<file path="config.mk">
export PLATFORM = sky130hd
export DESIGN_NAME = sand_spawn_flat
export DESIGN_NICKNAME = d
export VERILOG_FILES = /design/src/rtl/sand_spawn_if.sv /design/src/rtl/sand_spawn.sv /design/src/flat_wrapper.sv
export SDC_FILE = /design/constraint.sdc
export NUM_CORES = 1
export LEC_CHECK = 0
export ABC_CLOCK_PERIOD_IN_PS = 4800
export BUFFER_PORTS_ARGS = -buffer_cell sky130_fd_sc_hd__buf_2
export CAP_MARGIN = 0
export CORE_MARGIN = 2
export CORE_UTILIZATION = 33
export DETAILED_ROUTE_END_ITERATION = 7
export PLACE_DENSITY_LB_ADDON = 0.15
export SLEW_MARGIN = 15
export SYNTH_ARGS = -nofsm -noshare
export SYNTH_HDL_FRONTEND = slang
export SYNTH_SLANG_ARGS = --single-unit
</file>
<file path="constraint.sdc">
create_clock -name clock -period 4.8 [get_ports clock]
set_clock_uncertainty 0.15 [all_clocks]
set_input_delay 0.72 -clock clock [delete_from_list [all_inputs] [get_ports clock]]
set_output_delay 0.72 -clock clock [all_outputs]
set_load 0.005 [all_outputs]
</file>
<file path="src/rtl/sand_spawn_if.sv">
// Bus bundle for sand_spawn: the HPS kernel register port plus the shared
// SDRAM master port with its req/grant handshake.
interface sand_spawn_if;
    logic        kernel_chipselect;
    logic        kernel_write;
    logic [2:0]  kernel_address;
    logic [15:0] kernel_writedata;

    logic        mem_req;
    logic        mem_grant;
    logic [23:0] mem_address;
    logic        mem_read;
    logic        mem_write;
    logic [15:0] mem_writedata;
    logic        mem_waitrequest;
    logic        mem_readdatavalid;
    logic [15:0] mem_readdata;

    // Injector side: takes kernel writes, masters the SDRAM.
    modport slave (
        input  kernel_chipselect, kernel_write, kernel_address, kernel_writedata,
        input  mem_grant, mem_waitrequest, mem_readdatavalid, mem_readdata,
        output mem_req, mem_address, mem_read, mem_write, mem_writedata
    );

    // Environment side: HPS writer, arbiter and SDRAM.
    modport master (
        output kernel_chipselect, kernel_write, kernel_address, kernel_writedata,
        output mem_grant, mem_waitrequest, mem_readdatavalid, mem_readdata,
        input  mem_req, mem_address, mem_read, mem_write, mem_writedata
    );
endinterface

</file>
<file path="src/rtl/sand_spawn.sv">
// Particle injector: queues "place cell (x, y, type)" commands from the HPS
// and applies each one as a read-modify-write of the 16-bit grid word that
// holds the cell (8 cells of 2 bits per word, cell 0 in the MSBs).
module sand_spawn #(
    parameter logic [23:0] BASE_ADDR  = 24'h0,
    parameter int          FIFO_DEPTH = 8
) (
    input  logic        clock,
    input  logic        reset,
    sand_spawn_if.slave bus,
    output logic        busy,
    output logic        overflow
);
    localparam int PTR_W = (FIFO_DEPTH > 1) ? $clog2(FIFO_DEPTH) : 1;
    localparam logic [PTR_W:0]   CNT_FULL = (PTR_W+1)'(FIFO_DEPTH);
    localparam logic [PTR_W:0]   CNT_ONE  = (PTR_W+1)'(1);
    localparam logic [PTR_W-1:0] PTR_ONE  = PTR_W'(1);

    typedef enum logic [2:0] {IDLE, REQ, RD, RWAIT, WR, DONE} state_t;

    // Kernel-visible registers
    logic [9:0] x_reg;
    logic [8:0] y_reg;
    logic [1:0] t_reg;
    logic       overflow_reg;

    // Command queue: {x, y, type}
    logic [20:0]      fifo_mem [FIFO_DEPTH];
    logic [PTR_W-1:0] wr_ptr_reg;
    logic [PTR_W-1:0] rd_ptr_reg;
    logic [PTR_W:0]   count_reg;

    // Working latch for the command being applied
    logic [23:0] work_addr_reg;
    logic [2:0]  work_cell_reg;
    logic [1:0]  work_type_reg;

    // FSM and registered bus outputs
    state_t      state_reg, state_next;
    logic        mem_req_reg, mem_req_next;
    logic        mem_read_reg, mem_read_next;
    logic        mem_write_reg, mem_write_next;
    logic [23:0] mem_address_reg, mem_address_next;
    logic [15:0] mem_writedata_reg, mem_writedata_next;

    logic        reg_wr;
    logic        commit;
    logic        clear_ovf;
    logic        in_range;
    logic        fifo_empty;
    logic        fifo_full;
    logic        push;
    logic        pop;
    logic        drop_ovf;
    logic [20:0] head;
    logic [15:0] merged_word;
    logic        unused_writedata;

    assign reg_wr     = bus.kernel_chipselect & bus.kernel_write;
    assign commit     = reg_wr && (bus.kernel_address == 3'd3);
    assign clear_ovf  = reg_wr && (bus.kernel_address == 3'd4);
    assign in_range   = (x_reg < 10'd640) && (y_reg < 9'd480);
    assign fifo_empty = (count_reg == '0);
    assign fifo_full  = (count_reg == CNT_FULL);
    // The head entry stays queued until its write has completed.
    assign pop        = (state_reg == DONE);
    // A full queue still accepts a commit when it is draining in the same cycle.
    assign push       = commit && in_range && (!fifo_full || pop);
    assign drop_ovf   = commit && in_range && fifo_full && !pop;
    assign head       = fifo_mem[rd_ptr_reg];

    assign unused_writedata = &{1'b0, bus.kernel_writedata[15:10]};

    // Replace only the addressed 2-bit cell of the returned word; cell k sits at bits [15-2k:14-2k].
    for (genvar gi = 0; gi < 8; gi++) begin : g_cell
        assign merged_word[15-2*gi -: 2] = (work_cell_reg == 3'(gi)) ? work_type_reg
                                                                     : bus.mem_readdata[15-2*gi -: 2];
    end

    // Kernel register writes and the sticky overflow flag (a new drop beats a clear).
    always_ff @(posedge clock) begin
        if (reset) begin
            x_reg        <= '0;
            y_reg        <= '0;
            t_reg        <= '0;
            overflow_reg <= 1'b0;
        end else begin
            if (reg_wr) begin
                case (bus.kernel_address)
                    3'd0:    x_reg <= bus.kernel_writedata[9:0];
                    3'd1:    y_reg <= bus.kernel_writedata[8:0];
                    3'd2:    t_reg <= bus.kernel_writedata[1:0];
                    default: ;
                endcase
            end
            if (drop_ovf) begin
                overflow_reg <= 1'b1;
            end else if (clear_ovf) begin
                overflow_reg <= 1'b0;
            end
        end
    end

    // Queue storage, written without reset so it maps onto plain RAM.
    always_ff @(posedge clock) begin
        if (push) begin
            fifo_mem[wr_ptr_reg] <= {x_reg, y_reg, t_reg};
        end
    end

    // Queue pointers and occupancy; simultaneous push and pop leave occupancy unchanged.
    always_ff @(posedge clock) begin
        if (reset) begin
            wr_ptr_reg <= '0;
            rd_ptr_reg <= '0;
            count_reg  <= '0;
        end else begin
            if (push) wr_ptr_reg <= wr_ptr_reg + PTR_ONE;
            if (pop)  rd_ptr_reg <= rd_ptr_reg + PTR_ONE;
            case ({push, pop})
                2'b10:   count_reg <= count_reg + CNT_ONE;
                2'b01:   count_reg <= count_reg - CNT_ONE;
                default: ;
            endcase
        end
    end

    // Latch the head command and its word address when a transaction starts.
    always_ff @(posedge clock) begin
        if (reset) begin
            work_addr_reg <= '0;
            work_cell_reg <= '0;
            work_type_reg <= '0;
        end else if (state_reg == IDLE && !fifo_empty) begin
            work_addr_reg <= BASE_ADDR + (24'(head[10:2]) * 24'd80) + 24'(head[20:14]);
            work_cell_reg <= head[13:11];
            work_type_reg <= head[1:0];
        end
    end

    // State and registered bus outputs.
    always_ff @(posedge clock) begin
        if (reset) begin
            state_reg         <= IDLE;
            mem_req_reg       <= 1'b0;
            mem_read_reg      <= 1'b0;
            mem_write_reg     <= 1'b0;
            mem_address_reg   <= '0;
            mem_writedata_reg <= '0;
        end else begin
            state_reg         <= state_next;
            mem_req_reg       <= mem_req_next;
            mem_read_reg      <= mem_read_next;
            mem_write_reg     <= mem_write_next;
            mem_address_reg   <= mem_address_next;
            mem_writedata_reg <= mem_writedata_next;
        end
    end

    // Next state, with outputs decoded from the state being entered so they line up with it.
    always_comb begin
        state_next = state_reg;
        case (state_reg)
            IDLE:    if (!fifo_empty)            state_next = REQ;
            REQ:     if (bus.mem_grant)          state_next = RD;
            RD:      if (!bus.mem_waitrequest)   state_next = RWAIT;
            RWAIT:   if (bus.mem_readdatavalid)  state_next = WR;
            WR:      if (!bus.mem_waitrequest)   state_next = DONE;
            DONE:                                state_next = IDLE;
            default:                             state_next = IDLE;
        endcase

        mem_req_next       = (state_next != IDLE);
        mem_read_next      = (state_next == RD);
        mem_write_next     = (state_next == WR);
        mem_address_next   = '0;
        mem_writedata_next = '0;
        if (state_next inside {RD, RWAIT, WR}) begin
            mem_address_next = work_addr_reg;
        end
        if (state_next == WR) begin
            mem_writedata_next = (state_reg == RWAIT) ? merged_word : mem_writedata_reg;
        end
    end

    assign bus.mem_req       = mem_req_reg;
    assign bus.mem_read      = mem_read_reg;
    assign bus.mem_write     = mem_write_reg;
    assign bus.mem_address   = mem_address_reg;
    assign bus.mem_writedata = mem_writedata_reg;
    assign busy              = !fifo_empty || (state_reg != IDLE);
    assign overflow          = overflow_reg;
endmodule

</file>
<file path="src/flat_wrapper.sv">
// flat-port wrapper written by rule: the top's interface ports become plain ports
module sand_spawn_flat 
#(
    parameter logic [23:0] BASE_ADDR  = 24'h0,
    parameter int          FIFO_DEPTH = 8
)
  (clock, reset, busy, overflow, bus_kernel_chipselect, bus_kernel_write, bus_kernel_address, bus_kernel_writedata, bus_mem_grant, bus_mem_waitrequest, bus_mem_readdatavalid, bus_mem_readdata, bus_mem_req, bus_mem_address, bus_mem_read, bus_mem_write, bus_mem_writedata);
  sand_spawn_if bus_i ();
  input  logic clock;
  input  logic reset;
  output logic busy;
  output logic overflow;
  input wire logic [$bits(bus_i.kernel_chipselect)-1:0] bus_kernel_chipselect;
  input wire logic [$bits(bus_i.kernel_write)-1:0] bus_kernel_write;
  input wire logic [$bits(bus_i.kernel_address)-1:0] bus_kernel_address;
  input wire logic [$bits(bus_i.kernel_writedata)-1:0] bus_kernel_writedata;
  input wire logic [$bits(bus_i.mem_grant)-1:0] bus_mem_grant;
  input wire logic [$bits(bus_i.mem_waitrequest)-1:0] bus_mem_waitrequest;
  input wire logic [$bits(bus_i.mem_readdatavalid)-1:0] bus_mem_readdatavalid;
  input wire logic [$bits(bus_i.mem_readdata)-1:0] bus_mem_readdata;
  output wire logic [$bits(bus_i.mem_req)-1:0] bus_mem_req;
  output wire logic [$bits(bus_i.mem_address)-1:0] bus_mem_address;
  output wire logic [$bits(bus_i.mem_read)-1:0] bus_mem_read;
  output wire logic [$bits(bus_i.mem_write)-1:0] bus_mem_write;
  output wire logic [$bits(bus_i.mem_writedata)-1:0] bus_mem_writedata;
  assign bus_i.kernel_chipselect = bus_kernel_chipselect;
  assign bus_i.kernel_write = bus_kernel_write;
  assign bus_i.kernel_address = bus_kernel_address;
  assign bus_i.kernel_writedata = bus_kernel_writedata;
  assign bus_i.mem_grant = bus_mem_grant;
  assign bus_i.mem_waitrequest = bus_mem_waitrequest;
  assign bus_i.mem_readdatavalid = bus_mem_readdatavalid;
  assign bus_i.mem_readdata = bus_mem_readdata;
  assign bus_mem_req = bus_i.mem_req;
  assign bus_mem_address = bus_i.mem_address;
  assign bus_mem_read = bus_i.mem_read;
  assign bus_mem_write = bus_i.mem_write;
  assign bus_mem_writedata = bus_i.mem_writedata;
  sand_spawn #(.BASE_ADDR(BASE_ADDR), .FIFO_DEPTH(FIFO_DEPTH)) u_core (.clock(clock), .reset(reset), .bus(bus_i), .busy(busy), .overflow(overflow));
endmodule
</file>
* After elaboration in Yosys (flattened, before gate mapping) *
Memory sizes are Yosys's and may differ from the RTL's. A register that Yosys moved wholly into a read port is not among the register bits.
Cells that the tools add are included.

storage, ports and cells
  flip-flop bits (word level) = 107
  memory bits (writable) = 168
  input port bits = 42
  output and inout port bits = 45
  word-level logic and storage cells = 98
  memories kept = 1

operators by class
  add/subtract/negate cells = 5
  $mul = 1
  magnitude comparators = 2
  equality and inequality tests = 22
  multiplexer cells = 21
  bitwise operators = 3
  reduce and logical (&&, ||, !) cells = 27

memory list
  memory           words  width  read ports  clocked after memory_dff  write ports  RTL line          source
  u_core.fifo_mem  8      21     1           1                         1            sand_spawn.sv:28  logic [20:0] fifo_mem [FIFO_DEPTH];

operators by type and width
  cell                    number
  $eq A3 B2 Y1 const B    8
  $eq A3 B3 Y1 const B    8
  $mux W3                 7
  $add A16 B7 Y17         1
  $mux W2                 8
  $pmux W3 S5             1
  $mul A9 B3 Y12 const B  1
  $lt A10 B10 Y1 const B  1
  $eq A3 B1 Y1 const B    3
  $logic_not A3 Y1        3
  $lt A9 B9 Y1 const B    1
  $reduce_bool A3 Y1      3
  $logic_and A1 B1 Y1     8
  $pmux W4 S2             1
  $add A3 B1 Y3 const B   2
  $reduce_and A2 Y1       3
  $add A4 B1 Y4 const B   1
  $eq A4 B4 Y1 const B    1
  $logic_not A4 Y1        1
  $mux W1                 4
  $reduce_bool A2 Y1      2
  $reduce_or A2 Y1        2
  $sub A4 B1 Y4 const B   1
  $logic_not A1 Y1        3
  5 further kinds         7

* Longest topological paths before layout *
Gate-level depths: netlist (run 1).

  depth in word-level cells = 7
  gate-level depth with buffers = 15
  depth with buffers taken out = 13

* Worst setup path after synthesis (run 1) *
No wires, ideal clock.

  path kind = flip-flop to flip-flop
  start = register with a tool-made name
  end = register u_core.work_addr_reg[14]
  setup time = 0.088 ns
  arrival time = 3.991 ns
  data required time = 4.562 ns
  path slack = 0.571 ns
  stages on the path, launching flop included = 16
  buffers on the path = 2
  period minus slack after synthesis = 4.229 ns
  path through = dfxtp_1 buf_6 clkbuf_1 mux4_2 mux2i_1 inv_1 ha_1 ha_1 inv_1 fa_1 xnor2_1 nand3b_1 nor2_1 nand3_1 or4_1 a311oi_2

RTL lines
  item                  RTL line           source
  end signal, assigned  sand_spawn.sv:135  work_addr_reg <= BASE_ADDR + (24'(head[10:2]) * 24'd80) + 24'(head[20:14]);
  end, declared         sand_spawn.sv:34   logic [23:0] work_addr_reg;

==> reports/qor.txt, run 1 <==
========================================================================================================
Chip Width                                                                                        183 um
Sequential fraction of design power                                                                52.5%
Clock latency on the worst-skew pair                                                             0.55 ns
Area of all placed cells without fillers                                                    0.0124 sq mm
Switching power                                                                                 0.949 mW
Comb pwr share                                                                                      1.9%
Fraction of registers with async set/reset                                                            0%
Global-route usage over all layers                                                                 13.7%
Hold slack final                                                                                0.279 ns
Slew at the pin closest to its max-slew limit                                                   0.871 ns
Post-CTS setup buffers                                                                                 0
DR WL/cell                                                                                       18.8 um
Initial cell density of the core                                                                   33.6%
Cell-internal power                                                                              3.67 mW
Combined area of all synthesized cells                                                      0.0106 sq mm
Count of final setup violators                                                                         0
Global-route wire length before repair                                                          34800 um
Leading register cell type out of synthesis                                                 sky130_fd_sc_hd__edfxtp_1
Highest achievable clock rate                                                                    237 MHz
Shortest clock period the worst path allows after layout                                         4.21 ns
Detail Route Antenna Nets                                                                              0
Register area share after synthesis                                                                65.7%
Max stage delay cell, worst path                                                            sky130_fd_sc_hd__mux4_2
Via count of the first global-routing pass                                                          6007
Worst hold path type                                                                        input port to register
Number of top-level pins                                                                              87
Total inserted antenna cells                                                                           0
Clock share of power                                                                               45.6%
Placeable core area                                                                         0.0316 sq mm
TritonCTS clock tree                                                                                done
Share of the core filled with cells                                                                39.4%
Overall die height                                                                                183 um
Largest net degree at the start of global routing                                                     59
Post-detail-place hpwl                                                                          14500 um
Number of enable-type register cells in the synthesized netlist                                      168
Final wirelength                                                                                22800 um
Clock tree sinks                                                                                     264
Worst-case headroom to the max-slew limit                                                          41.8%
Gp weighted congestion                                                                             0.733
Avg Cell Area, Syn                                                                            15.2 sq um
Power Dens Cells                                                                             372 mW/mm^2
VDD IR max                                                                                      0.245 mV
Endpoints failing hold                                                                                 0
Number of buffers inserted during clock tree synthesis                                                30
Total gr overflow                                                                                      0
Number of optimization iterations in the first detailed-route pass                                     4
Proportion of layout cells with a drive suffix above 1                                             25.3%
Category of the most critical setup path                                                    register to register
Max Buffers Root-to-Sink                                                                               3
RSZ-0062 raised after global routing                                                               false
Total placed instance area                                                                  0.0115 sq mm
Number of buffers inserted by port buffering                                                          73
Clk Tree Root Cell                                                                          sky130_fd_sc_hd__clkbuf_16
Cell breakdown of the critical path                                                         buf_4, mux4_2, mux2_2, ha_1, ha_1, inv_1, fa_1, nor2b_1, o311ai_1, a21oi_1, a211o_1, or4_1, a311oi_2
Number of standard cells after synthesis                                                             699
Post-CTS clock slew at the launch and capture registers of the worst setup and hold paths        0.06 ns
Count of maximum capacitance violations                                                                0
Slack of the critical path                                                                      0.586 ns
Number of standard-cell rows in the floorplan                                                         65
Library cell appearing most often on the critical path                                      sky130_fd_sc_hd__ha_1
Req. time, crit path                                                                             5.11 ns
Die ar.                                                                                     0.0336 sq mm
Leakage                                                                                          4.15 nW
Ys Warns                                                                                               0
Vias/cell                                                                                           4.87
Violation count after the first detailed-routing iteration                                           342
Post-layout nets                                                                                     852
Number of hold-repair buffers added at the cts stage                                                   0
Slowest cell delay on critical path                                                              0.52 ns
Endpoint class of the critical path                                                             register
Number of storage elements in the synthesis netlist                                                  264
Post-synthesis to final-layout area growth                                                         17.2%
Startpoint types                                                                                register
Overall via count from detail_route                                                                 5907
Arrival time worst endpoint                                                                      4.52 ns
Result of the run                                                                              completed
Number of filler instances in the final layout                                                      2916
Number of pins exceeding their max-slew limit in the final report                                      0
Post-Place Worst Slack                                                                          0.539 ns
Antenna violations before repair                                                                       0
Setup TNS                                                                                           0 ns
Number of unique standard cell types used by synthesis                                                50
Share of the cycle needed by the critical path after routing                                       87.8%
Gates resized, CTS repair                                                                              0
Clock H-tree levels                                                                                    1
DRC violations left                                                                                    0
Worst-path fanout max                                                                                 11
Number of flip-flops in the largest register                                                         168
Switching portion of total power                                                                   20.6%
========================================================================================================
cell usage after synthesis, types with 9 or more instances:
library cell               count  area (sq um)
sky130_fd_sc_hd__edfxtp_1    168          5040
sky130_fd_sc_hd__dfxtp_1      96          1920
sky130_fd_sc_hd__nor2_1       82           308
sky130_fd_sc_hd__mux2i_1      54           541
sky130_fd_sc_hd__mux4_2       43           968
sky130_fd_sc_hd__a211oi_1     33           248
sky130_fd_sc_hd__clkbuf_1     29           109
sky130_fd_sc_hd__ha_1         21           263
sky130_fd_sc_hd__and2_1       19           119
sky130_fd_sc_hd__nand2_1      15          56.3
sky130_fd_sc_hd__xnor2_1      15           131
sky130_fd_sc_hd__inv_1        10          37.5
sky130_fd_sc_hd__nor3b_1      10          75.1
sky130_fd_sc_hd__a21oi_1       9          45.0
sky130_fd_sc_hd__mux2_2        9           101
through the flow:
stage	total power, mW	std cells
after detailed placement	2.56	1156
after floorplan	2.52	705
after CTS	4.68	1212
after global routing	4.78	1212
after global placement	2.55	1156
final	4.62	1212
critical path: cells and delay by family (launching register included):
family                   cells  cell delay, ns
AO/OA/AOI/OAI                4            1.03
adder cells (fa/ha/maj)      3            0.73
buffers and inverters        2            0.37
flip-flops                   1            0.45
multiplexers                 2            0.82
AND/OR/NAND/NOR              2            0.57
power groups by stage:
stage	clock (mW)	sequential [mW]	combinational, mW
after floorplan	0	2.46	0.0627
after global placement	0	2.47	0.0849
after detailed placement	0	2.47	0.0874
after CTS	2.17	2.42	0.0880
after global routing	2.26	2.42	0.0980
final	2.11	2.42	0.0865
cells in the final DEF (no fill, tap or decap), types with 5 or more instances in the layout:
| master | Yosys | final |
|---|---|---|
| sky130_fd_sc_hd__nor3_1 | 8 | 5 |
| sky130_fd_sc_hd__edfxtp_1 | 168 | 168 |
| sky130_fd_sc_hd__dfxtp_1 | 96 | 95 |
| sky130_fd_sc_hd__nand3b_1 | 7 | 7 |
| sky130_fd_sc_hd__inv_1 | 10 | 10 |
| sky130_fd_sc_hd__a211oi_1 | 33 | 33 |
| sky130_fd_sc_hd__clkbuf_16 | 0 | 30 |
| sky130_fd_sc_hd__nor2b_1 | 6 | 5 |
| sky130_fd_sc_hd__clkbuf_1 | 29 | 9 |
| sky130_fd_sc_hd__xor2_1 | 5 | 5 |
| sky130_fd_sc_hd__conb_1 | 1 | 7 |
| sky130_fd_sc_hd__mux2_2 | 9 | 9 |
| sky130_fd_sc_hd__nand3_1 | 5 | 5 |
| sky130_fd_sc_hd__mux4_2 | 43 | 43 |
| sky130_fd_sc_hd__nand2_1 | 15 | 15 |
| sky130_fd_sc_hd__ha_1 | 21 | 21 |
| sky130_fd_sc_hd__mux2i_1 | 54 | 54 |
| sky130_fd_sc_hd__nor2_1 | 82 | 79 |
| sky130_fd_sc_hd__nor3b_1 | 10 | 6 |
| sky130_fd_sc_hd__clkinv_2 | 0 | 6 |
| sky130_fd_sc_hd__and2_1 | 19 | 19 |
| sky130_fd_sc_hd__buf_4 | 7 | 20 |
| sky130_fd_sc_hd__a21oi_1 | 9 | 9 |
| sky130_fd_sc_hd__buf_2 | 2 | 73 |
| sky130_fd_sc_hd__xnor2_1 | 15 | 15 |
cell families after synthesis:
group,count (synthesis),share of synthesized area (%)
flip-flops,264,65.7
multiplexers,107,15.4
AO/OA/AOI/OAI,62,4.25
XOR/XNOR,20,1.65
adder cells (fa/ha/maj),24,3.05
other,1,0.0354
AND/OR/NAND/NOR,165,7.54
buffers and inverters,56,2.33
per-layer routing:
layer / vias up / share of wire, % / track usage [%]
met5: - / 0 / 0
met4: 0 / 2.5 / 4.13
met3: 34 / 4.7 / 2.38
met2: 142 / 46 / 22.9
met1: 2931 / 46 / 18.3
li1: 2800 / - / -
path summary, 6_finish.rpt:
kind / startpoint / end / slack [ns] / depth (start not counted)
setup / recovery: register / u_core.work_addr_reg[14] / 0.59 / 13
hold / removal: bus_kernel_writedata[7] / u_core.y_reg[7] / 0.28 / 3
setup reg to reg: register / u_core.work_addr_reg[14] / 0.59 / 13
hold reg to reg: u_core.work_addr_reg[16] / u_core.bus.mem_address[16] / 0.30 / 1
layout make-up:
class | count | area (sq um) | area share (%)
repair buffers | 93 | 515 | 4.15
well taps | 402 | 503 | 4.05
clock inverters | 16 | 125 | 1.01
flip-flops and latches | 264 | 6970 | 56.1
multi-input cells | 385 | 3470 | 27.9
inverters | 12 | 45.0 | 0.363
clock buffers | 40 | 798 | 6.43
(Power assumes the default switching activity.)
==> run 2: changes to the inputs <==
--- a/config.mk
+++ b/config.mk
@@ -8,6 +8,8 @@
 export ABC_CLOCK_PERIOD_IN_PS = 4800
 export BUFFER_PORTS_ARGS = -buffer_cell sky130_fd_sc_hd__buf_2
 export CAP_MARGIN = 0
+export CELL_PAD_IN_SITES_DETAIL_PLACEMENT = 0
+export CELL_PAD_IN_SITES_GLOBAL_PLACEMENT = 1
 export CORE_MARGIN = 2
 export CORE_UTILIZATION = 33
 export DETAILED_ROUTE_END_ITERATION = 7
==> run 2 against run 1 <==
- non-clock buffer count did not move
- die area did not move
- largest power group unchanged
- sequential cell count did not move
- clock-buffer cell count fell by 3
- clock power rose by 2%
- combinational power barely moved
- critical path depth fell by 1
==> reports/qor.txt, run 2 (synthesized netlist as in run 1, its figures left out) <==
========================================================================================================
Result of the run                                                                              completed
DRC violations left                                                                                    0
Proportion of layout cells with a drive suffix above 1                                             25.4%
Cell breakdown of the critical path                                                         buf_4, buf_4, mux4_2, mux2_2, ha_1, ha_1, or2_1, o311ai_1, a21oi_1, a211o_1, or4_1, a311oi_2
Hold slack final                                                                                0.255 ns
Max Buffers Root-to-Sink                                                                               3
Clk Tree Root Cell                                                                          sky130_fd_sc_hd__clkbuf_16
Setup TNS                                                                                           0 ns
Clock H-tree levels                                                                                    1
Number of buffers inserted during clock tree synthesis                                                29
Shortest clock period the worst path allows after layout                                         4.24 ns
Clock tree sinks                                                                                     264
Violation count after the first detailed-routing iteration                                           333
Post-layout nets                                                                                     851
Number of flip-flops in the largest register                                                         168
Global-route usage over all layers                                                                 13.8%
Req. time, crit path                                                                             5.11 ns
Highest achievable clock rate                                                                    236 MHz
DR WL/cell                                                                                       18.9 um
Endpoints failing hold                                                                                 0
Detail Route Antenna Nets                                                                              0
Worst-path fanout max                                                                                 15
Antenna violations before repair                                                                       0
VDD IR max                                                                                      0.296 mV
Number of hold-repair buffers added at the cts stage                                                   0
Placeable core area                                                                         0.0316 sq mm
Post-CTS setup buffers                                                                                 0
Initial cell density of the core                                                                   33.6%
Met3 demand-to-capacity share in global routing                                                    2.30%
Leading cell type in the layout, fill and taps excluded                                     sky130_fd_sc_hd__edfxtp_1
Clock latency on the worst-skew pair                                                             0.55 ns
Gates resized, CTS repair                                                                              0
Startpoint types                                                                                register
TritonCTS clock tree                                                                                done
Power Dens Cells                                                                             375 mW/mm^2
Busiest layer in global routing                                                                     met2
Number of pins exceeding their max-slew limit in the final report                                      0
Number of standard-cell rows in the floorplan                                                         65
Post-detail-place hpwl                                                                          14700 um
Category of the most critical setup path                                                    register to register
RSZ-0062 raised after global routing                                                               false
Count of final setup violators                                                                         0
Met2 usage in global routing                                                                       22.8%
Count of maximum capacitance violations                                                                0
Leakage                                                                                          4.16 nW
Post-synthesis to final-layout area growth                                                         17.3%
Number of optimization iterations in the first detailed-route pass                                     5
Worst-case headroom to the max-slew limit                                                          40.3%
Final wirelength                                                                                22900 um
Arrival time worst endpoint                                                                      4.55 ns
Share of the cycle needed by the critical path after routing                                       88.4%
Max stage delay cell, worst path                                                            sky130_fd_sc_hd__mux4_2
Largest net degree at the start of global routing                                                     40
Slowest cell delay on critical path                                                              0.51 ns
Number of top-level pins                                                                              87
Vias/cell                                                                                           4.91
Worst hold path type                                                                        input port to register
Gp weighted congestion                                                                             0.710
Via count of the first global-routing pass                                                          6152
Highest-count cells in the layout ignoring fill and taps                                    sky130_fd_sc_hd__edfxtp_1, sky130_fd_sc_hd__dfxtp_1, sky130_fd_sc_hd__nor2_1
Overall via count from detail_route                                                                 5943
Global-route wire length before repair                                                          35100 um
Number of buffers inserted by port buffering                                                          73
Endpoint class of the critical path                                                             register
Post-CTS clock slew at the launch and capture registers of the worst setup and hold paths        0.06 ns
Total gr overflow                                                                                      0
Overall die height                                                                                183 um
Area of the multi-input gates                                                               0.00346 sq mm
Reg area                                                                                    0.00697 sq mm
Chip Width                                                                                        183 um
Number of filler instances in the final layout                                                      2946
Total inserted antenna cells                                                                           0
Slew at the pin closest to its max-slew limit                                                   0.893 ns
Die ar.                                                                                     0.0336 sq mm
Global routing usage on met1                                                                       18.9%
========================================================================================================
[run 2: cell types whose count changed in the layout (fill, tap and decap cells not counted)]
cell and delta:
sky130_fd_sc_hd__inv_8 +1, sky130_fd_sc_hd__clkbuf_8 +2, sky130_fd_sc_hd__inv_16 +1, sky130_fd_sc_hd__clkbuf_1 -4
sky130_fd_sc_hd__nor2_2 +1, sky130_fd_sc_hd__clkinv_8 -1, sky130_fd_sc_hd__clkinv_4 -2, sky130_fd_sc_hd__clkbuf_16 -1
sky130_fd_sc_hd__clkinv_1 +2, sky130_fd_sc_hd__bufinv_16 +1, sky130_fd_sc_hd__clkinvlp_4 -1, sky130_fd_sc_hd__nor2_4 -1
[run 2: final timing paths]
| kind | start | slack (ns) | end | depth (start not counted) |
|---|---|---|---|---|
| max reg2reg | register | 0.56 | u_core.work_addr_reg[14] | 12 |
| max | register | 0.56 | u_core.work_addr_reg[14] | 12 |
| min | bus_kernel_writedata[9] | 0.26 | u_core.x_reg[9] | 3 |
| min reg2reg | u_core.work_addr_reg[2] | 0.30 | u_core.bus.mem_address[2] | 1 |
[run 2: worst max-delay path, delay by kind of cell, from the launching register on]
kind            cells  cell delay (ns)
compound gates      4             0.79
fa+ha+maj           2             0.63
buf+inv             2             0.61
flops               1             0.39
mux                 2             0.81
simple gates        2             0.76
[run 2: stage by stage]
step | power, mW | cell area (sq um) | setup slack (ns) | util [%] | std cells
floorplan | 2.52 | 10600 | 0.571 | - | 705
global placement | 2.56 | 11500 | 0.529 | 36.4 | 1156
detailed placement | 2.56 | 11500 | 0.499 | 36.4 | 1156
CTS | 4.74 | 12400 | 0.452 | 39.4 | 1210
global route | 4.84 | 12400 | 0.169 | 39.4 | 1210
finish | 4.66 | 12400 | 0.556 | 39.4 | 1210
[run 2: power by group]
group	internal (mW)	total [mW]	switching (mW)	leakage, nW
Clock	1.27	2.16	0.887	0.466
Sequential	2.41	2.42	0.0173	2.11
Combinational	0.0381	0.0864	0.0483	1.59
[run 2: routing by layer]
metal | wire length (um) | vias to the layer above
met2 | 10800 | 130
met4 | 414 | 0
met1 | 10500 | 2983
li1 | - | 2804
met3 | 1210 | 26
met5 | 0 | -
[run 2: cell type report]
cell class              count  share of cell area [%]
flip-flops and latches    264                    56.0
repair buffers             93                    4.15
clock inverters            17                    1.23
multi-input cells         385                    27.8
well taps                 402                    4.05
clock buffers              37                    6.32
inverters                  12                   0.362
